### config.mk
export PLATFORM = sky130hd
export DESIGN_NAME = rvv_hold_ctrl
export DESIGN_NICKNAME = d
export VERILOG_FILES = /design/src/rtl/rvv_hold_ctrl.sv
export SDC_FILE = /design/constraint.sdc
export NUM_CORES = 1
export LEC_CHECK = 0
export ABC_CLOCK_PERIOD_IN_PS = 2900
export BUFFER_PORTS_ARGS = -buffer_cell sky130_fd_sc_hd__buf_4
export CAP_MARGIN = 20
export CORE_MARGIN = 1
export CORE_UTILIZATION = 60
export CTS_BUF_LIST = sky130_fd_sc_hd__clkbuf_8
export DETAILED_ROUTE_END_ITERATION = 12
export HOLD_SLACK_MARGIN = 0.06
export PLACE_DENSITY = 0.81
export SKIP_CTS_REPAIR_TIMING = 1
export SYNTH_ARGS = -nofsm -noshare
export SYNTH_HDL_FRONTEND = slang
export SYNTH_SLANG_ARGS = --single-unit
### constraint.sdc
create_clock -name clk -period 2.9 [get_ports clk]
set_clock_uncertainty 0.1 [all_clocks]
set_input_delay 0.58 -clock clk [delete_from_list [all_inputs] [get_ports clk]]
set_output_delay 0.58 -clock clk [all_outputs]
set_load 0.05 [all_outputs]
### src/rtl/rvv_hold_ctrl.sv
// rvv_hold_ctrl
//   Pipeline hold/flush controller for the vector core. It merges hold
//   requests from NREQ requesters, plus a bus hold, into per-stage holds
//   for NSTAGE stages. Stage 0 is the youngest stage and stage NSTAGE-1
//   is the oldest. The block also contains a flush sequencer, a hold
//   watchdog and a saturating stall counter for each stage.
//
// Ports
//   clk            clock; all state updates on the rising edge
//   rstn           synchronous, active-low reset
//   hold_req_i     per-requester hold requests; bit r*NSTAGE+s is requester r, stage s
//   req_en_i       per-requester enable
//   ext_hold_i     bus hold; applied to the stages set in EXT_MASK
//   flush_req_i    single-cycle flush request pulse
//   flush_stage_i  flush origin s; stages 0..s-1 are flushed
//   hold_o         per-stage hold (combinational)
//   flush_o        per-stage flush (driven only from registers)
//   busy_o         high while a flush sequence is active
//   timeout_o      sticky watchdog error flag
//   clr_timeout_i  clears timeout_o and the watchdog counter
//   stall_sel_i    selects which stall counter is read
//   stall_clr_i    clears all stall counters
//   stall_cnt_o    stall counter of the selected stage (combinational mux)
//
// state | meaning
// ------+------------------------------------------------------------
// IDLE  | no flush in progress; hold_o follows the raw hold
// FLUSH | flush_o drives the latched mask; flushed stages are not held
module rvv_hold_ctrl #(
    parameter int                NSTAGE    = 4,
    parameter int                NREQ      = 2,
    parameter logic [NSTAGE-1:0] EXT_MASK  = NSTAGE'(4'b0011),
    parameter int                PROPAGATE = 1,
    parameter int                FLUSH_CYC = 2,
    parameter int                TIMEOUT   = 1024,
    parameter int                STALL_W   = 16,
    parameter int                SW        = $clog2(NSTAGE)
) (
    input  logic                   clk,
    input  logic                   rstn,
    input  logic [NREQ*NSTAGE-1:0] hold_req_i,
    input  logic [NREQ-1:0]        req_en_i,
    input  logic                   ext_hold_i,
    input  logic                   flush_req_i,
    input  logic [SW-1:0]          flush_stage_i,
    output logic [NSTAGE-1:0]      hold_o,
    output logic [NSTAGE-1:0]      flush_o,
    output logic                   busy_o,
    output logic                   timeout_o,
    input  logic                   clr_timeout_i,
    input  logic [SW-1:0]          stall_sel_i,
    input  logic                   stall_clr_i,
    output logic [STALL_W-1:0]     stall_cnt_o
);

    localparam int WDW = $clog2(TIMEOUT + 1);

    localparam logic ST_IDLE  = 1'b0;
    localparam logic ST_FLUSH = 1'b1;

    logic               state_q, state_d;
    logic [SW-1:0]      fs_q, fs_d;
    logic [3:0]         fcnt_q, fcnt_d;
    logic [WDW-1:0]     wd_q, wd_d;
    logic               timeout_q, timeout_d;
    logic [STALL_W-1:0] stall_q [NSTAGE];
    logic [STALL_W-1:0] stall_d [NSTAGE];

    logic [NSTAGE-1:0]  req;
    logic [NSTAGE-1:0]  raw;
    logic [NSTAGE-1:0]  fmask;
    logic               accept;

    // Effective request per stage, then raw hold. With propagation a hold
    // on an older stage also stalls everything younger behind it.
    always_comb begin
        logic acc;
        req = '0;
        raw = '0;
        acc = 1'b0;
        for (int s = 0; s < NSTAGE; s++) begin
            for (int r = 0; r < NREQ; r++) begin
                req[s] = req[s] | (req_en_i[r] & hold_req_i[r*NSTAGE+s]);
            end
            req[s] = req[s] | (ext_hold_i & EXT_MASK[s]);
        end
        if (PROPAGATE != 0) begin
            for (int s = NSTAGE - 1; s >= 0; s--) begin
                acc    = acc | req[s];
                raw[s] = acc;
            end
        end else begin
            raw = req;
        end
    end

    always_comb begin
        fmask = '0;
        for (int s = 0; s < NSTAGE; s++) begin
            fmask[s] = (s < int'(fs_q));
        end
    end

    always_comb begin
        if (!rstn) begin
            hold_o = '0;
        end else if (state_q == ST_FLUSH) begin
            hold_o = raw & ~fmask;
        end else begin
            hold_o = raw;
        end
    end

    assign flush_o   = (state_q == ST_FLUSH) ? fmask : '0;
    assign busy_o    = (state_q == ST_FLUSH);
    assign timeout_o = timeout_q;

    // Origin 0 flushes nothing and is dropped; mid-sequence only an older
    // origin (larger mask) restarts the window.
    assign accept = flush_req_i && (flush_stage_i != '0) &&
                    ((state_q == ST_IDLE) || (flush_stage_i > fs_q));

    always_comb begin
        state_d = state_q;
        fs_d    = fs_q;
        fcnt_d  = fcnt_q;
        if (accept) begin
            state_d = ST_FLUSH;
            fs_d    = flush_stage_i;
            fcnt_d  = 4'(FLUSH_CYC - 1);
        end else if (state_q == ST_FLUSH) begin
            if (fcnt_q == 4'd0) begin
                state_d = ST_IDLE;
            end else begin
                fcnt_d = fcnt_q - 4'd1;
            end
        end
    end

    always_comb begin
        wd_d      = wd_q;
        timeout_d = timeout_q;
        if (clr_timeout_i) begin
            wd_d      = '0;
            timeout_d = 1'b0;
        end else begin
            if (hold_o == '0) begin
                wd_d = '0;
            end else if (wd_q != WDW'(TIMEOUT)) begin
                wd_d = wd_q + 1'b1;
            end
            if (wd_d == WDW'(TIMEOUT)) begin
                timeout_d = 1'b1;
            end
        end
    end

    always_comb begin
        for (int s = 0; s < NSTAGE; s++) begin
            stall_d[s] = stall_q[s];
            if (stall_clr_i) begin
                stall_d[s] = '0;
            end else if (hold_o[s] && (stall_q[s] != '1)) begin
                stall_d[s] = stall_q[s] + 1'b1;
            end
        end
    end

    always_comb begin
        stall_cnt_o = '0;
        if (rstn && (int'(stall_sel_i) < NSTAGE)) begin
            stall_cnt_o = stall_q[stall_sel_i];
        end
    end

    always_ff @(posedge clk) begin
        if (!rstn) begin
            state_q   <= ST_IDLE;
            fs_q      <= '0;
            fcnt_q    <= '0;
            wd_q      <= '0;
            timeout_q <= 1'b0;
            for (int s = 0; s < NSTAGE; s++) begin
                stall_q[s] <= '0;
            end
        end else begin
            state_q   <= state_d;
            fs_q      <= fs_d;
            fcnt_q    <= fcnt_d;
            wd_q      <= wd_d;
            timeout_q <= timeout_d;
            for (int s = 0; s < NSTAGE; s++) begin
                stall_q[s] <= stall_d[s];
            end
        end
    end

endmodule

==> impl_metrics.env, run 1 <==
export IMPL_nNetsFinal=604
export IMPL_yosysTopAreaCell="dfxtp_1"
export IMPL_p_leak_uw=0.001880
export IMPL_ys_warn_count=0
export IMPL_worst_setup_path_type="input pin to output pin"
export IMPL_dieArea_mm2=0.008327
export IMPL_vias_per_cell=6.255
export IMPL_cap_violations=0
export IMPL_clk_path_buf_depth=2
export IMPL_ys_seq_elements=83
export IMPL_finalWeightedCongestion=0.8448
export IMPL_p_total_uw=2293
export IMPL_hold_class="input pin to register"
export IMPL_syn_inst=543
export IMPL_die_w_um=91.25
export IMPL_timing_fmax_ghz=0.3815
export IMPL_chipHeight_um=91.25
export IMPL_cp_required_ns=2.22
export IMPL_multi_input_area_mm2=0.002930
export IMPL_wirelength_mm=11.35
export IMPL_fin_setup_tns_ns=0
export IMPL_synth_nets=572
export IMPL_slew_headroom_pct=48.27
export IMPL_ant_nets=0
export IMPL_initial_utilization_pct=61.85
export IMPL_pre_cts_ws_ns=0.2615
export IMPL_status="finished clean"
export IMPL_setup_ws_ns=0.2786
export IMPL_coreArea_mm2=0.007727
export IMPL_drt_iter0_drc=266
export IMPL_syn_area_mm2=0.004780
export IMPL_cts_sinks=83
export IMPL_setup_violations=0
export IMPL_final_seq_area_mm2=0.001662
export IMPL_synth_distinct_cells=58
export IMPL_grt_pass1_wl_mm=18.84
export IMPL_final_cell_mix="dfxtp_1 (83), nor2_1 (65), buf_4 (51), nand2_1 (36), xnor2_1 (33)"
export IMPL_postSynthAreaPerCell_um2=8.802
export IMPL_htree_num_levels=3
export IMPL_synth_top_area_share_pct=34.76
export IMPL_grt_pass1_vias=3992
export IMPL_drv_slew=0
export IMPL_io_pins=46
export IMPL_routed_via_count=4266
export IMPL_layout_min_cycle_time_ns=2.621
export IMPL_rows=32
export IMPL_final_common_cell="dfxtp_1"
export IMPL_synth_edf_count=0
export IMPL_synthFlopType="dfxtp_1"
export IMPL_cts_buffers=9
export IMPL_clockRootBuffer="clkbuf_8"
export IMPL_ys_async_sr_fraction_pct=0
export IMPL_dp_hpwl_mm=8.448
export IMPL_placed_cells=666
export IMPL_antennaDiodeCount=0
export IMPL_grt_antenna_before_repair=0
export IMPL_dpl_cell_area_mm2=0.005166
export IMPL_io_buffer_count=44
export IMPL_worstPathArrival_ns=1.94
export IMPL_tightest_slew_ns=0.7732
export IMPL_clk_pin_slew_worst_paths_ns=0.08
export IMPL_grt_overflow_total=0
export IMPL_grtUsageTotal_pct=28.37
export IMPL_first_pass_iters=5
export IMPL_power_per_cell_area_mw_per_mm2=425.9
export IMPL_tritoncts="built"
export IMPL_post_route_drc_count=0
export IMPL_min_period_over_period_pct=90.39
export IMPL_rsz0062_at_grt="no"
export IMPL_vdd_ir_drop_max_mv=0.2523
export IMPL_crit_fanout=4
export IMPL_instances_no_fill=682
export IMPL_start_kind="input pin"
export IMPL_yosysSeqAreaShare_pct=34.76
export IMPL_design_area_mm2=0.005384
export IMPL_hold_viol_final=0
export IMPL_grt_start_max_net_pins=26
export IMPL_area_growth_pct=12.64
export IMPL_synth_area_top_cells="dfxtp_1 (35%), mux4_2 (7.5%), xnor2_1 (6.0%)"
export IMPL_wl_per_cell_um=16.64
export IMPL_end_kind="output pin"
export IMPL_nFillCells=605
export IMPL_layout_drive_gt1_share_pct=16.90
export IMPL_clock_latency_ns=0.35
-- power breakdown --
group	total, µW	internal (µW)	switching, µW
clock	914	484	431
sequential	1160	1150	13.5
combinational	216	81.1	135
total	2290	1710	579
-- state kept, by name (all words and copies together) (netlist names) --
signal / count
fs_q: 2
stall_q: 64
fcnt_q: 4
timeout_o: 1
busy_o: 1
wd_q: 11
-- path summary, 6_finish.rpt --
| check | start | endpoint | slack [ns] | depth (start not counted) |
|---|---|---|---|---|
| max | req_en_i[0] | hold_o[0] | 0.28 | 6 |
| min | flush_stage_i[0] | fs_q[0] | 0.39 | 3 |
| max reg2reg | stall_q[0][0] | stall_q[0][15] | 0.63 | 5 |
| min reg2reg | stall_q[0][9] | stall_q[0][9] | 0.40 | 2 |
-- synth_stat cells (4+ instances only) --
library cell   n
and4_1         9
clkbuf_1      19
nand3_1       32
and3_1        15
nand4_1       14
nor2_1        65
nand2_1       36
a2111oi_0     12
nor3_1         4
o31ai_1       14
or4_1         14
o211ai_1       5
mux4_2        16
ha_1           9
dfxtp_1       83
o21ai_0        8
and2_1        18
a21oi_1       27
xor2_1        14
inv_1         16
mux2i_1        7
xnor2_1       33
a211oi_1      13
buf_2          8
-- worst max-delay path, stage by stage --
cell,delay [ns]
buf_4,0.12
a221oi_1,0.47
nand4_1,0.15
nand3_1,0.25
clkinv_1,0.15
buf_4,0.21
-- layout make-up --
type | count | share of cell area [%]
clock inverter | 7 | 1.743
clock buffer | 9 | 2.301
inverter | 17 | 1.185
multi-input combinational | 413 | 54.43
timing repair buffer | 51 | 7.111
tap | 102 | 2.370
sequential | 83 | 30.86
-- metrics by stage --
stage | hold WS (ns) | util, %
after global routing | 0.3933 | 69.67
after detailed placement | 0.3887 | 66.86
after CTS | 0.3863 | 69.67
after floorplan | 0.3564 | -
after global placement | 0.3761 | 66.86
final | 0.3948 | 69.67
-- cell families (layout without fill, tap and decap cells) --
logic type	after synthesis	in the layout	share of synthesized area, %
AND/OR/NAND/NOR	227	227	25.13
AO/OA/AOI/OAI	106	106	16.07
flip-flops	83	83	34.76
XOR/XNOR	47	47	8.613
buffers and inverters	47	84	3.979
multiplexers	23	23	9.005
adder cells (fa/ha/maj)	9	9	2.356
other	1	1	0.07846
-- per-layer routing --
layer / part of all wire [%] / vias to the layer above / routed length, µm / GRT usage [%]
met5: 0 / - / 0 / 0
met4: 1.5 / 0 / 175 / 9.921
met3: 6.6 / 14 / 744 / 4.774
met2: 49 / 142 / 5544 / 47.92
met1: 43 / 2034 / 4887 / 36.64
li1: - / 2076 / - / -
Note: power is estimated with default switching activity, not from simulation.
==> inputs of run 2 (changes only) <==
==> constraint.sdc (replaced) <==
create_clock -name clk -period 2.9 [get_ports clk]
set_clock_uncertainty 0.1 [all_clocks]
set_input_delay 0.145 -clock clk [delete_from_list [all_inputs] [get_ports clk]]
set_output_delay 0.145 -clock clk [all_outputs]
set_load 0.05 [all_outputs]
==> impl_metrics.env, run 2 (same netlist as run 1, synthesis figures left out) <==
export IMPL_status="finished clean"
export IMPL_dp_hpwl_mm=8.176
export IMPL_p_leak_uw=0.001870
export IMPL_hold_class="input pin to register"
export IMPL_grt_antenna_before_repair=0
export IMPL_cts_sinks=83
export IMPL_power_per_cell_area_mw_per_mm2=412.9
export IMPL_instances_no_fill=683
export IMPL_vias_per_cell=6.293
export IMPL_endpoint="fs_q[0]"
export IMPL_htree_num_levels=3
export IMPL_finalWeightedCongestion=0.8938
export IMPL_end_kind="register"
export IMPL_io_buffer_count=44
export IMPL_die_w_um=91.25
export IMPL_reg2reg_slack_ns=0.62
export IMPL_antennaDiodeCount=0
export IMPL_wl_per_cell_um=16.48
export IMPL_chipHeight_um=91.25
export IMPL_post_route_drc_count=0
export IMPL_fin_setup_tns_ns=0
export IMPL_crit_fanout=4
export IMPL_nNetsFinal=605
export IMPL_slew_headroom_pct=50.68
export IMPL_cp_required_ns=3.09
export IMPL_layout_drive_gt1_share_pct=16.52
export IMPL_reg2regPathDepth=8
export IMPL_cts_buffers=9
export IMPL_drv_slew=0
export IMPL_grt_overflow_total=0
export IMPL_dieArea_mm2=0.008327
export IMPL_ant_nets=0
export IMPL_final_common_cell="dfxtp_1"
export IMPL_setup_violations=0
export IMPL_nFillCells=631
export IMPL_layout_min_cycle_time_ns=2.330
export IMPL_coreArea_mm2=0.007727
export IMPL_grt_pass1_wl_mm=18.75
export IMPL_timing_fmax_ghz=0.4292
export IMPL_initial_utilization_pct=61.85
export IMPL_worstPathArrival_ns=2.52
export IMPL_area_growth_pct=12.64
export IMPL_worst_setup_path_type="input pin to register"
export IMPL_hold_viol_final=0
export IMPL_rows=32
export IMPL_clk_path_buf_depth=2
export IMPL_final_cell_mix="dfxtp_1 (83), nor2_1 (65), buf_4 (48), nand2_1 (36), xnor2_1 (33)"
export IMPL_final_seq_area_mm2=0.001662
export IMPL_cap_violations=0
export IMPL_clk_pin_slew_worst_paths_ns=0.09
export IMPL_largest_reg_flops=64
export IMPL_regMostFlops="stall_q"
export IMPL_clock_latency_ns=0.35
export IMPL_start_kind="input pin"
export IMPL_vdd_ir_drop_max_mv=0.3589
export IMPL_fin_hold_ws_ns=0.04530
export IMPL_reg_largest_list="stall_q x64, wd_q x11, fcnt_q x4"
export IMPL_r2r_start="fs_q[1]"
export IMPL_tritoncts="built"
export IMPL_min_period_over_period_pct=80.33
export IMPL_wirelength_mm=11.25
export IMPL_grtUsageTotal_pct=28.02
export IMPL_rsz0062_at_grt="no"
export IMPL_postLayoutCoreUtil_pct=69.67
export IMPL_startpoint="flush_stage_i[1]"
export IMPL_grt_start_max_net_pins=24
export IMPL_drt_iter0_drc=214
export IMPL_io_pins=46
export IMPL_grt_pass1_vias=3987
export IMPL_clockRootBuffer="clkbuf_8"
export IMPL_tightest_slew_ns=0.7372
export IMPL_worstReg2RegEnd="fs_q[0]"
export IMPL_first_pass_iters=5
export IMPL_routed_via_count=4298
export IMPL_whs_path_depth=3
export IMPL_multi_input_area_mm2=0.002930
export IMPL_placed_cells=663
-- run 2: how the worst min path moves through the flow --
stage	from	to	slack (ns)
6_report	flush_req_i	busy_o	0.05
5_1_grt	flush_req_i	busy_o	0.07
4_1_cts	flush_stage_i[0]	fs_q[0]	-0.05
3_5_place_dp	flush_stage_i[0]	fs_q[0]	0.33
3_3_place_gp	flush_stage_i[0]	fs_q[0]	0.32
2_1_floorplan	flush_stage_i[0]	fs_q[0]	0.18
-- run 2: metal layers --
| layer | wire (µm) | track usage (%) |
|---|---|---|
| met3 | 683 | 4.774 |
| met5 | 0 | 0 |
| met4 | 342 | 11.77 |
| met1 | 4932 | 36.74 |
| met2 | 5296 | 45.71 |
-- run 2: cell type report --
| type | count | area share, % |
|---|---|---|
| Clock inverter | 7 | 1.418 |
| Inverter | 17 | 1.185 |
| Tap cell | 102 | 2.370 |
| Clock buffer | 9 | 2.301 |
| Sequential cell | 83 | 30.86 |
| Timing Repair Buffer | 52 | 7.437 |
| Multi-Input combinational cell | 413 | 54.43 |
-- run 2: critical path, stage by stage --
cell and delay, ns:
dlygate4sd3_1 0.55, buf_4 0.15, ha_1 0.30, nor2b_1 0.13, a2bb2oi_1 0.14, o21a_1 0.21, a21bo_2 0.22, a21oi_1 0.13
dlygate4sd3_1 0.56
-- run 2: stage by stage --
step | power [µW] | cell area [µm²] | worst slack [ns]
floorplan | 1335 | 4780 | 0.2962
global placement | 1390 | 5144 | 0.8433
detailed placement | 1396 | 5144 | 0.7472
CTS | 2237 | 5344 | 0.7171
global route | 2303 | 5384 | 0.5198
finish | 2223 | 5384 | 0.5703
-- run 2: where the power goes --
part,switching [µW],total [µW],internal (µW),leakage (µW)
sequential,13.2,1160,1150,0.000670
clock,444,848,404,0.0000962
combinational,131,212,80.9,0.00110
total,589,2220,1630,0.00187
==> inputs of run 3 (changes only) <==
- ABC_AREA: default -> 1
- ABC_CLOCK_PERIOD_IN_PS: 2900 -> 2450
- PLACE_DENSITY: 0.81 -> 0.8
- clock period: 2.9 -> 2.45 ns (I/O delays scaled with it)
==> impl_metrics.env, run 3 <==
export IMPL_status="finished clean"
export IMPL_crit_buf_inv=4
export IMPL_postSynthAreaPerCell_um2=6.741
export IMPL_start_kind="register"
export IMPL_rows=32
export IMPL_die_w_um=92.88
export IMPL_drv_slew=0
export IMPL_ant_nets=0
export IMPL_fin_setup_tns_ns=0
export IMPL_reg2reg_slack_ns=0.39
export IMPL_dieArea_mm2=0.008626
export IMPL_worst_setup_path_type="register to register"
export IMPL_coreArea_mm2=0.007848
export IMPL_crit_family="buffers and inverters"
export IMPL_cts_sinks=83
export IMPL_routed_via_count=4945
export IMPL_largest_reg_flops=64
export IMPL_clk_pin_slew_worst_paths_ns=0.08
export IMPL_yosysSeqAreaShare_pct=33.54
export IMPL_hold_class="input pin to register"
export IMPL_slew_headroom_pct=51.92
export IMPL_final_cell_mix="nand2_1 (128), inv_1 (96), a21oi_1 (95), dfxtp_1 (83), nor2_1 (66)"
export IMPL_path_cells="inv_1 > ha_1 > inv_1 > o21bai_1 > a21boi_0 > inv_1 > nand2_1 > nor2_1 > nand2_1 > dlygate4sd3_1 > o21ai_0"
export IMPL_grt_overflow_total=0
export IMPL_io_pins=46
export IMPL_ys_async_sr_fraction_pct=0
export IMPL_layout_min_cycle_time_ns=2.058
export IMPL_postLayoutCoreUtil_pct=70.04
export IMPL_nNetsFinal=801
export IMPL_max_stage_delay_ns=0.55
export IMPL_wl_per_cell_um=14.04
export IMPL_end_kind="register"
export IMPL_synth_most_common_cell="nand2_1"
export IMPL_layout_drive_gt1_share_pct=14.16
export IMPL_cts_buffers=9
export IMPL_wl_met3_um=761
export IMPL_cap_violations=0
export IMPL_synth_top_area_share_pct=33.54
export IMPL_clockRootBuffer="clkbuf_8"
export IMPL_vias_per_cell=5.626
export IMPL_syn_area_mm2=0.004955
export IMPL_wl_met1_mm=5.677
export IMPL_synth_area_top_cells="dfxtp_1 (34%), nand2_1 (9.7%), a21oi_1 (9.6%)"
export IMPL_grt_pass1_wl_mm=20.66
export IMPL_wl_met2_mm=5.643
export IMPL_grt_pass1_vias=4491
export IMPL_synthFlopType="dfxtp_1"
export IMPL_grtUsageTotal_pct=29.83
export IMPL_grt_antenna_before_repair=0
export IMPL_chipHeight_um=92.88
export IMPL_regMostFlops="stall_q"
export IMPL_power_per_cell_area_mw_per_mm2=479.1
export IMPL_initial_utilization_pct=63.14
export IMPL_clock_latency_ns=0.36
export IMPL_htree_num_levels=3
export IMPL_first_pass_iters=5
export IMPL_grt_start_max_net_pins=37
export IMPL_ys_warn_count=0
export IMPL_tightest_slew_ns=0.7204
export IMPL_antennaDiodeCount=0
export IMPL_synth_commonest_cells="nand2_1 (128), a21oi_1 (95), inv_1 (93), dfxtp_1 (83), nor2_1 (66)"
export IMPL_dp_hpwl_mm=9.244
export IMPL_setup_violations=0
export IMPL_worstPathArrival_ns=2.25
export IMPL_crit_fanout=3
export IMPL_final_common_cell="nand2_1"
export IMPL_tritoncts="built"
export IMPL_io_buffer_count=44
export IMPL_synth_edf_count=0
export IMPL_worst_path_max_delay_cell="dlygate4sd3_1"
export IMPL_p_leak_uw=0.001968
export IMPL_min_period_over_period_pct=83.99
export IMPL_yosysTopAreaCell="dfxtp_1"
export IMPL_clk_path_buf_depth=2
export IMPL_post_route_drc_count=0
export IMPL_drt_iter0_drc=295
export IMPL_wirelength_mm=12.34
export IMPL_vdd_ir_drop_max_mv=0.2979
export IMPL_reg_largest_list="stall_q x64, wd_q x11, fcnt_q x4"
export IMPL_hold_viol_final=0
export IMPL_area_growth_pct=10.93
export IMPL_ys_seq_elements=83
export IMPL_crit_top_cell="inv_1"
export IMPL_synth_distinct_cells=48
export IMPL_synth_nets=764
export IMPL_cp_required_ns=2.64
export IMPL_rsz0062_at_grt="no"
export IMPL_top_layer_used="met4"
export IMPL_finalWeightedCongestion=0.9466
export IMPL_timing_fmax_ghz=0.4860
export IMPL_syn_inst=735
export IMPL_nFillCells=716
## run 3: cell count changes in the layout (fill, tap and decap cells not counted), moves of 14 or more
| cell | previous run | this run |
|---|---|---|
| a21oi_1 | 27 | 95 |
| nand2_1 | 36 | 128 |
| inv_1 | 16 | 96 |
| and3_1 | 15 | 1 |
| mux4_2 | 16 | 0 |
| xnor2_1 | 33 | 5 |
| nor3_1 | 4 | 37 |
| and2_1 | 18 | 0 |
| o21ai_0 | 8 | 58 |
| or4_1 | 14 | 0 |
## run 3: layout make-up
| class | instances | area (µm²) | share of cell area (%) |
|---|---|---|---|
| Sequential cell | 83 | 1662 | 30.23 |
| Tap cell | 102 | 127.6 | 2.322 |
| Clock buffer | 9 | 123.9 | 2.254 |
| Clock inverter | 7 | 38.79 | 0.7057 |
| Timing Repair Buffer | 47 | 357.8 | 6.510 |
| Multi-Input combinational cell | 529 | 2796 | 50.88 |
| Inverter | 102 | 390.4 | 7.102 |
## run 3: path summary, 6_finish.rpt
path                                startpoint  cells past startpoint             end
worst max-delay path                   fs_q[1]                     11         fs_q[1]
worst min-delay path               flush_req_i                      5         fs_q[0]
worst max register to register         fs_q[1]                     11         fs_q[1]
worst min register to register  stall_q[1][15]                      2  stall_q[1][15]
## run 3: logic make-up (layout without fill, tap and decap cells)
logic type,count (synthesis),after routing,synth area share [%]
buf+inv,123,165,10.03
simple gates,317,317,30.98
flops,83,83,33.54
compound gates,183,183,19.75
other cells,1,1,0.07568
xor+xnor,19,19,3.359
fa+ha+maj,9,9,2.273
## run 3: per-layer routing
layer  GRT usage (%)  up-vias
met4           10.13        0
met5               0        -
met3           3.941       24
met2           47.86      163
li1                -     2499
met1           41.11     2259
## run 3: per-stage QoR
stage / worst slack (ns) / hold slack, ns / instance area (µm²) / cells / total power (µW)
final: 0.3923 / 0.05047 / 5497 / 879 / 2633
after global routing: 0.1946 / 0.08538 / 5497 / 879 / 2738
after CTS: 0.5444 / -0.1086 / 5477 / 877 / 2640
after detailed placement: 0.5714 / 0.2634 / 5314 / 861 / 1797
after global placement: 0.6619 / 0.2650 / 5314 / 861 / 1789
after floorplan: 0.1746 / 0.1352 / 4955 / 735 / 1697
## run 3: report_power, final
part,switching (µW),internal (µW)
Sequential,16.6,1360
Clock,506,355
Combinational,272,119
Total,795,1840
## run 3: worst reg2reg max path, cell delays in order, from the launching register on
cell           delay, ns
dfxtp_1             0.36
inv_1               0.07
ha_1                0.29
inv_1               0.04
o21bai_1            0.11
a21boi_0            0.09
inv_1               0.06
nand2_1             0.05
nor2_1              0.15
nand2_1             0.07
dlygate4sd3_1       0.55
o21ai_0             0.06
